[config.mk]
export PLATFORM = sky130hd
export DESIGN_NAME = err_stat_collector8
export DESIGN_NICKNAME = d
export VERILOG_FILES = /design/src/rtl/err_stat_pkg.sv /design/src/rtl/err_stat_dp.sv /design/src/rtl/err_stat_collector8.sv
export SDC_FILE = /design/constraint.sdc
export NUM_CORES = 1
export LEC_CHECK = 0
export ABC_AREA = 1
export BUFFER_PORTS_ARGS = -buffer_cell sky130_fd_sc_hd__buf_2
export CORE_MARGIN = 3
export CORE_UTILIZATION = 55
export CTS_CLUSTER_SIZE = 24
export DETAILED_ROUTE_END_ITERATION = 10
export GPL_ROUTABILITY_DRIVEN = 0
export PLACE_DENSITY = 0.86
export SLEW_MARGIN = 30
export SYNTH_ARGS = -nofsm -noshare
export SYNTH_HDL_FRONTEND = slang
export SYNTH_SLANG_ARGS = --single-unit
[constraint.sdc]
create_clock -name clk -period 12.5 [get_ports clk]
set_input_delay 3.125 -clock clk [delete_from_list [all_inputs] [get_ports clk]]
set_output_delay 3.125 -clock clk [all_outputs]
set_load 0.01 [all_outputs]
[src/rtl/err_stat_pkg.sv]
// err_stat_pkg: shared types and constants for the error-statistics collector.
// Holds the FSM state enum, operand/product widths and pipeline stage records.
// Optional build macro ERR_STAT_SIGNED_SUM_EN adds a signed difference field to stage 2.
package err_stat_pkg;

    localparam int OPND_W = 8;
    localparam int PROD_W = 16;

    typedef enum logic [1:0] {
        ST_IDLE,
        ST_RUN,
        ST_DRAIN,
        ST_DONE
    } state_t;

    // Stage 1: exact product alongside the approximate product under test.
    typedef struct packed {
        logic              vld;
        logic [PROD_W-1:0] exact;
        logic [PROD_W-1:0] apprx;
    } stg1_t;

    // Stage 2: per-sample error terms ready for accumulation.
    typedef struct packed {
        logic              vld;
        logic              mis;
        logic [PROD_W-1:0] ed_abs;
`ifdef ERR_STAT_SIGNED_SUM_EN
        logic [PROD_W:0]   diff;
`endif
    } stg2_t;

endpackage

[src/rtl/err_stat_dp.sv]
// err_stat_dp: two-stage datapath computing exact product, |exact-apprx| and mismatch.
// Ports: clk_i, rst_i (sync, active-high), vld_i + operands in; stage-2 valid and
// error terms out; pipe_busy_o is high while any stage holds a sample.
// With ERR_STAT_SIGNED_SUM_EN defined, diff_o carries exact-apprx (17-bit two's complement).
module err_stat_dp
    import err_stat_pkg::*;
(
    input  logic              clk_i,
    input  logic              rst_i,
    input  logic              vld_i,
    input  logic [OPND_W-1:0] a_i,
    input  logic [OPND_W-1:0] b_i,
    input  logic [PROD_W-1:0] apprx_i,
    output logic              vld_o,
    output logic              mis_o,
    output logic [PROD_W-1:0] ed_abs_o,
`ifdef ERR_STAT_SIGNED_SUM_EN
    output logic [PROD_W:0]   diff_o,
`endif
    output logic              pipe_busy_o
);

    stg1_t s1_d, s1_q;
    stg2_t s2_d, s2_q;

    always_comb begin
        s1_d       = s1_q;
        s1_d.vld   = vld_i;
        s1_d.exact = PROD_W'(a_i) * PROD_W'(b_i);
        s1_d.apprx = apprx_i;
    end

    always_comb begin
        s2_d     = s2_q;
        s2_d.vld = s1_q.vld;
        s2_d.mis = (s1_q.exact != s1_q.apprx);
        if (s1_q.exact >= s1_q.apprx) begin
            s2_d.ed_abs = s1_q.exact - s1_q.apprx;
        end else begin
            s2_d.ed_abs = s1_q.apprx - s1_q.exact;
        end
`ifdef ERR_STAT_SIGNED_SUM_EN
        s2_d.diff = {1'b0, s1_q.exact} - {1'b0, s1_q.apprx};
`endif
    end

    always_ff @(posedge clk_i) begin
        if (rst_i) begin
            s1_q <= '0;
            s2_q <= '0;
        end else begin
            s1_q <= s1_d;
            s2_q <= s2_d;
        end
    end

    assign vld_o       = s2_q.vld;
    assign mis_o       = s2_q.mis;
    assign ed_abs_o    = s2_q.ed_abs;
`ifdef ERR_STAT_SIGNED_SUM_EN
    assign diff_o      = s2_q.diff;
`endif
    assign pipe_busy_o = s1_q.vld | s2_q.vld;

endmodule

[src/rtl/err_stat_collector8.sv]
// err_stat_collector8: collects error statistics of an approximate 8x8 multiplier.
// Ports: clk, rst (sync, active-high), start/num_samples run control, s_valid/s_ready
// sample handshake with s_a, s_b, s_apprx; busy/done status; sample_count, err_count,
// sum_ed_abs, max_ed statistics. Macro ERR_STAT_SIGNED_SUM_EN adds signed output sum_ed.
module err_stat_collector8
    import err_stat_pkg::*;
#(
    parameter int CNT_W = 16,
    parameter int SUM_W = 32
) (
    input  logic              clk,
    input  logic              rst,
    input  logic              start,
    input  logic [CNT_W-1:0]  num_samples,
    input  logic              s_valid,
    output logic              s_ready,
    input  logic [OPND_W-1:0] s_a,
    input  logic [OPND_W-1:0] s_b,
    input  logic [PROD_W-1:0] s_apprx,
    output logic              busy,
    output logic              done,
    output logic [CNT_W-1:0]  sample_count,
    output logic [CNT_W-1:0]  err_count,
    output logic [SUM_W-1:0]  sum_ed_abs,
`ifdef ERR_STAT_SIGNED_SUM_EN
    output logic signed [SUM_W:0] sum_ed,
`endif
    output logic [PROD_W-1:0] max_ed
);

    // The sum of up to 2^CNT_W-1 terms of 16 bits must never wrap.
    if (SUM_W < CNT_W + 16) begin : g_bad_sum_w
        $error("err_stat_collector8: SUM_W must be >= CNT_W+16");
    end

    state_t             state_q;
    logic               busy_q;
    logic               done_q;
    logic [CNT_W-1:0]   num_q;
    logic [CNT_W-1:0]   cnt_q;

    logic [CNT_W-1:0]   err_d, err_q;
    logic [SUM_W-1:0]   sum_d, sum_q;
    logic [PROD_W-1:0]  max_d, max_q;
`ifdef ERR_STAT_SIGNED_SUM_EN
    logic signed [SUM_W:0] ssum_d, ssum_q;
    logic [PROD_W:0]    dp_diff;
`endif

    logic               dp_vld;
    logic               dp_mis;
    logic [PROD_W-1:0]  dp_ed_abs;
    logic               dp_busy;

    logic               fire;
    logic               start_ok;
    logic               last_smp;

    assign s_ready  = (state_q == ST_RUN);
    assign fire     = s_valid & s_ready;
    assign start_ok = start & ((state_q == ST_IDLE) | (state_q == ST_DONE));
    assign last_smp = (cnt_q == num_q - CNT_W'(1));

    err_stat_dp u_dp (
        .clk_i       (clk),
        .rst_i       (rst),
        .vld_i       (fire),
        .a_i         (s_a),
        .b_i         (s_b),
        .apprx_i     (s_apprx),
        .vld_o       (dp_vld),
        .mis_o       (dp_mis),
        .ed_abs_o    (dp_ed_abs),
`ifdef ERR_STAT_SIGNED_SUM_EN
        .diff_o      (dp_diff),
`endif
        .pipe_busy_o (dp_busy)
    );

    // Control FSM with registered status outputs.
    always_ff @(posedge clk) begin
        if (rst) begin
            state_q <= ST_IDLE;
            busy_q  <= 1'b0;
            done_q  <= 1'b0;
            num_q   <= '0;
            cnt_q   <= '0;
        end else begin
            unique case (state_q)
                ST_IDLE, ST_DONE: begin
                    if (start) begin
                        num_q <= num_samples;
                        cnt_q <= '0;
                        if (num_samples == '0) begin
                            state_q <= ST_DONE;
                            busy_q  <= 1'b0;
                            done_q  <= 1'b1;
                        end else begin
                            state_q <= ST_RUN;
                            busy_q  <= 1'b1;
                            done_q  <= 1'b0;
                        end
                    end
                end
                ST_RUN: begin
                    if (fire) begin
                        cnt_q <= cnt_q + CNT_W'(1);
                        if (last_smp) begin
                            state_q <= ST_DRAIN;
                        end
                    end
                end
                ST_DRAIN: begin
                    // Wait until the last sample has left stage 3.
                    if (!dp_busy) begin
                        state_q <= ST_DONE;
                        busy_q  <= 1'b0;
                        done_q  <= 1'b1;
                    end
                end
            endcase
        end
    end

    // Stage 3 accumulators; a start is only taken with the pipeline empty,
    // so clear and update never collide.
    always_comb begin
        err_d = err_q;
        sum_d = sum_q;
        max_d = max_q;
`ifdef ERR_STAT_SIGNED_SUM_EN
        ssum_d = ssum_q;
`endif
        if (start_ok) begin
            err_d = '0;
            sum_d = '0;
            max_d = '0;
`ifdef ERR_STAT_SIGNED_SUM_EN
            ssum_d = '0;
`endif
        end else if (dp_vld) begin
            if (dp_mis) begin
                err_d = err_q + CNT_W'(1);
            end
            sum_d = sum_q + SUM_W'(dp_ed_abs);
            if (dp_ed_abs > max_q) begin
                max_d = dp_ed_abs;
            end
`ifdef ERR_STAT_SIGNED_SUM_EN
            ssum_d = ssum_q + (SUM_W+1)'($signed(dp_diff));
`endif
        end
    end

    always_ff @(posedge clk) begin
        if (rst) begin
            err_q <= '0;
            sum_q <= '0;
            max_q <= '0;
`ifdef ERR_STAT_SIGNED_SUM_EN
            ssum_q <= '0;
`endif
        end else begin
            err_q <= err_d;
            sum_q <= sum_d;
            max_q <= max_d;
`ifdef ERR_STAT_SIGNED_SUM_EN
            ssum_q <= ssum_d;
`endif
        end
    end

    assign busy         = busy_q;
    assign done         = done_q;
    assign sample_count = cnt_q;
    assign err_count    = err_q;
    assign sum_ed_abs   = sum_q;
    assign max_ed       = max_q;
`ifdef ERR_STAT_SIGNED_SUM_EN
    assign sum_ed       = ssum_q;
`endif

endmodule

==> flow_metrics.tcl <==
set metrics [dict create \
    postCtsSetupBuffers 0 \
    rsz0062_at_grt "false" \
    syn_inst 1636 \
    num_rows 51 \
    detail-route-antenna-nets 0 \
    n_antenna_cell 0 \
    cp.arrival_ns 7.13 \
    relSlewSlack_pct 41.4 \
    power.leakage_nw 6.55 \
    cts_made_buffers 17 \
    worstPathRequired_ns 12.81 \
    clock.fmax_mhz 147 \
    yosysSeqAreaShare_pct 26.8 \
    power_density_nw_per_um2 178 \
    dr.pass1.iters 5 \
    slew_violations 0 \
    cts_resized 0 \
    worst_slew_pin_slew_ns 0.874 \
    io_pins 135 \
    maxCapViolations 0 \
    dp_hpwl_um 20900 \
    avgSynthCellArea_um2 6.91 \
    vias 10800 \
    htreeDepth 4 \
    synth_seq_cells 151 \
    final_nets 1936 \
    ir_drop_mv 0.0875 \
    grt_pass1_wl_um 45300 \
    core_um2 19800 \
    cts_hold_buf 0 \
    drt-total-wl_um 26900 \
    finalPower_w 0.00226 \
    grt_max_degree 40 \
    area_delta_synth_final_pct 12.7 \
    start_util_pct 56.9 \
    worst_setup_path_start_kind "primary input" \
    route.detailed.drc 0 \
    grt_pass1_vias 10300 \
    clockRootBuffer "clkbuf_16" \
    min_path_type "reg -> reg" \
    clock_latency_ns 0.43 \
    synth_edf_count 0 \
    io_buffer_count 134 \
    netlist_area_um2 11300 \
    wl_per_cell_um 13.3 \
    cts_tree "done" \
    drt_iter0_markers 596 \
    hold_viol_final 0 \
    final_cell_mix "312 x nand2_1, 298 x inv_1, 179 x nor2_1, 150 x dfxtp_1, 137 x a21oi_1" \
    endpoint_kind "flip-flop" \
    yosysWarningCount 0 \
    die_h_um 149 \
    die_x_um 149 \
    synth_fp_nets 1832 \
    path_max_fanout 8 \
    fin_skew_ns 0.0166 \
    finalSetupViolCount 0 \
    fin_crit_ns 6.81 \
    setup_tns_ns 0 \
    synth_cell_types 52 \
    worstSetupPathType "in -> reg" \
    final_common_cell "nand2_1" \
    clkTransAtPathRegs_ns 0.06 \
    avgViaCountPerCell 5.35 \
    drive_gt1_share_pct 11.9 \
    synth_ff_type "dfxtp_1" \
    clockBufferDepth 2 \
    clock_sinks 151 \
    grt_overflow 0 \
    async_flop_share_pct 0 \
    hold_ws_ns 0.423 \
    status "complete, no violations" \
    antenna_found_initial 0 \
    post-route-period-util_pct 54.5 \
    track_usage_pct 24.3 \
    die_area_um2 22300 \
]
-- path summary, 6_finish.rpt --
check / from / endpoint / slack (ns) / depth (start not counted)
max reg2reg: state_q[0]$_SDFFE_PP0P_ / sum_ed_abs[18]$_SDFFE_PP0P_ / 8.96 / 9
min: u_dp.s1_q[32]$_SDFF_PP0_ / u_dp.vld_o$_SDFF_PP0_ / 0.42 / 2
max: s_a[1] / u_dp.s1_q[29]$_SDFF_PP0_ / 5.69 / 17
min reg2reg: u_dp.s1_q[32]$_SDFF_PP0_ / u_dp.vld_o$_SDFF_PP0_ / 0.42 / 2
-- flip-flops by register name, summed over array words and instances (netlist names), 2 cells and up --
register and cells:
u_dp.ed_abs_o 16, u_dp.s1_q 33, num_q 16, sum_ed_abs 32, err_count 16, sample_count 16
max_ed 16, state_q 2
-- logic make-up after synthesis --
| logic type | count (synthesis) | share of synthesized area [%] |
|---|---|---|
| simple gates | 630 | 23.8 |
| buf+inv | 355 | 12.3 |
| compound gates | 308 | 15.0 |
| flops | 151 | 26.8 |
| fa+ha+maj | 144 | 18.5 |
| xor+xnor | 48 | 3.72 |
-- worst max-delay path, stage by stage --
cell and delay [ns]:
buf_2 0.15, nand2_1 0.07, inv_1 0.05, fa_1 0.46, fa_1 0.55, inv_1 0.05
fa_1 0.46, fa_1 0.54, inv_1 0.04, ha_1 0.31, inv_1 0.07, o31ai_1 0.53
a31oi_1 0.22, nor2_1 0.18, nor2_1 0.08, o21ai_0 0.16, a21oi_1 0.06
-- cell type report --
type                    count  area [µm²]
clock inverters            15         230
multi-input cells        1130        6890
repair buffers            136         686
flip-flops and latches    151        3020
fillers                  1757        7110
inverters                 304        1140
well taps                 265         332
clock buffers              17         425
-- cells in the mapped netlist (2+ instances only) --
cell      count  area share, %
nor3b_1       3           0.20
nand2_2       6           0.33
nor4_1       10           0.55
a31oi_1       6           0.33
xor2_1       30            2.3
dfxtp_1     151             27
a21oi_1     137            6.1
nor2_1      180            6.0
buf_1         4           0.13
o21a_1        9           0.60
inv_1       300             10
fa_1         39            6.9
xnor2_1      18            1.4
nand3_1      46            2.0
o21ai_1       4           0.18
buf_6         2           0.20
nor2_2        7           0.39
nor3_2        5           0.44
nand2_4       2           0.20
ha_1        105             12
clkbuf_1     31            1.0
buf_4         7           0.47
o21bai_1      3           0.20
o211ai_1      5           0.33
inv_2         3           0.10
nand4_1      22            1.2
buf_2         6           0.27
a21boi_0      8           0.53
or2_2         2           0.11
nand3b_1      5           0.33
o21ai_2       3           0.23
nand2_1     312             10
a21o_1       11           0.73
o21ai_0     114            5.0
nor3_1       23            1.0
-- power breakdown --
group | leakage (nW) | switching (W) | internal, W | total (W)
combinational | 5.00 | 0.000688 | 0.000390 | 0.00108
clock | 0.318 | 0.000225 | 0.000344 | 0.000568
sequential | 1.23 | 0.0000638 | 0.000553 | 0.000616
-- metrics by stage --
stage	utilization (%)	instance area [µm²]	std cells	setup slack [ns]
after floorplan	-	11300	1636	5.66
after global placement	60.9	12100	1986	5.48
after detailed placement	60.9	12100	1986	5.37
after CTS	64.2	12700	2018	5.74
after global routing	64.2	12700	2018	5.45
final	64.2	12700	2018	5.69
-- metal layers --
layer / GRT usage, % / share of wire, %
met5: 0 / 0
met4: 7.51 / 1.9
met3: 3.92 / 7.1
met2: 42.3 / 48
met1: 31.1 / 43
No activity file was read; power rests on OpenSTA's default activity.
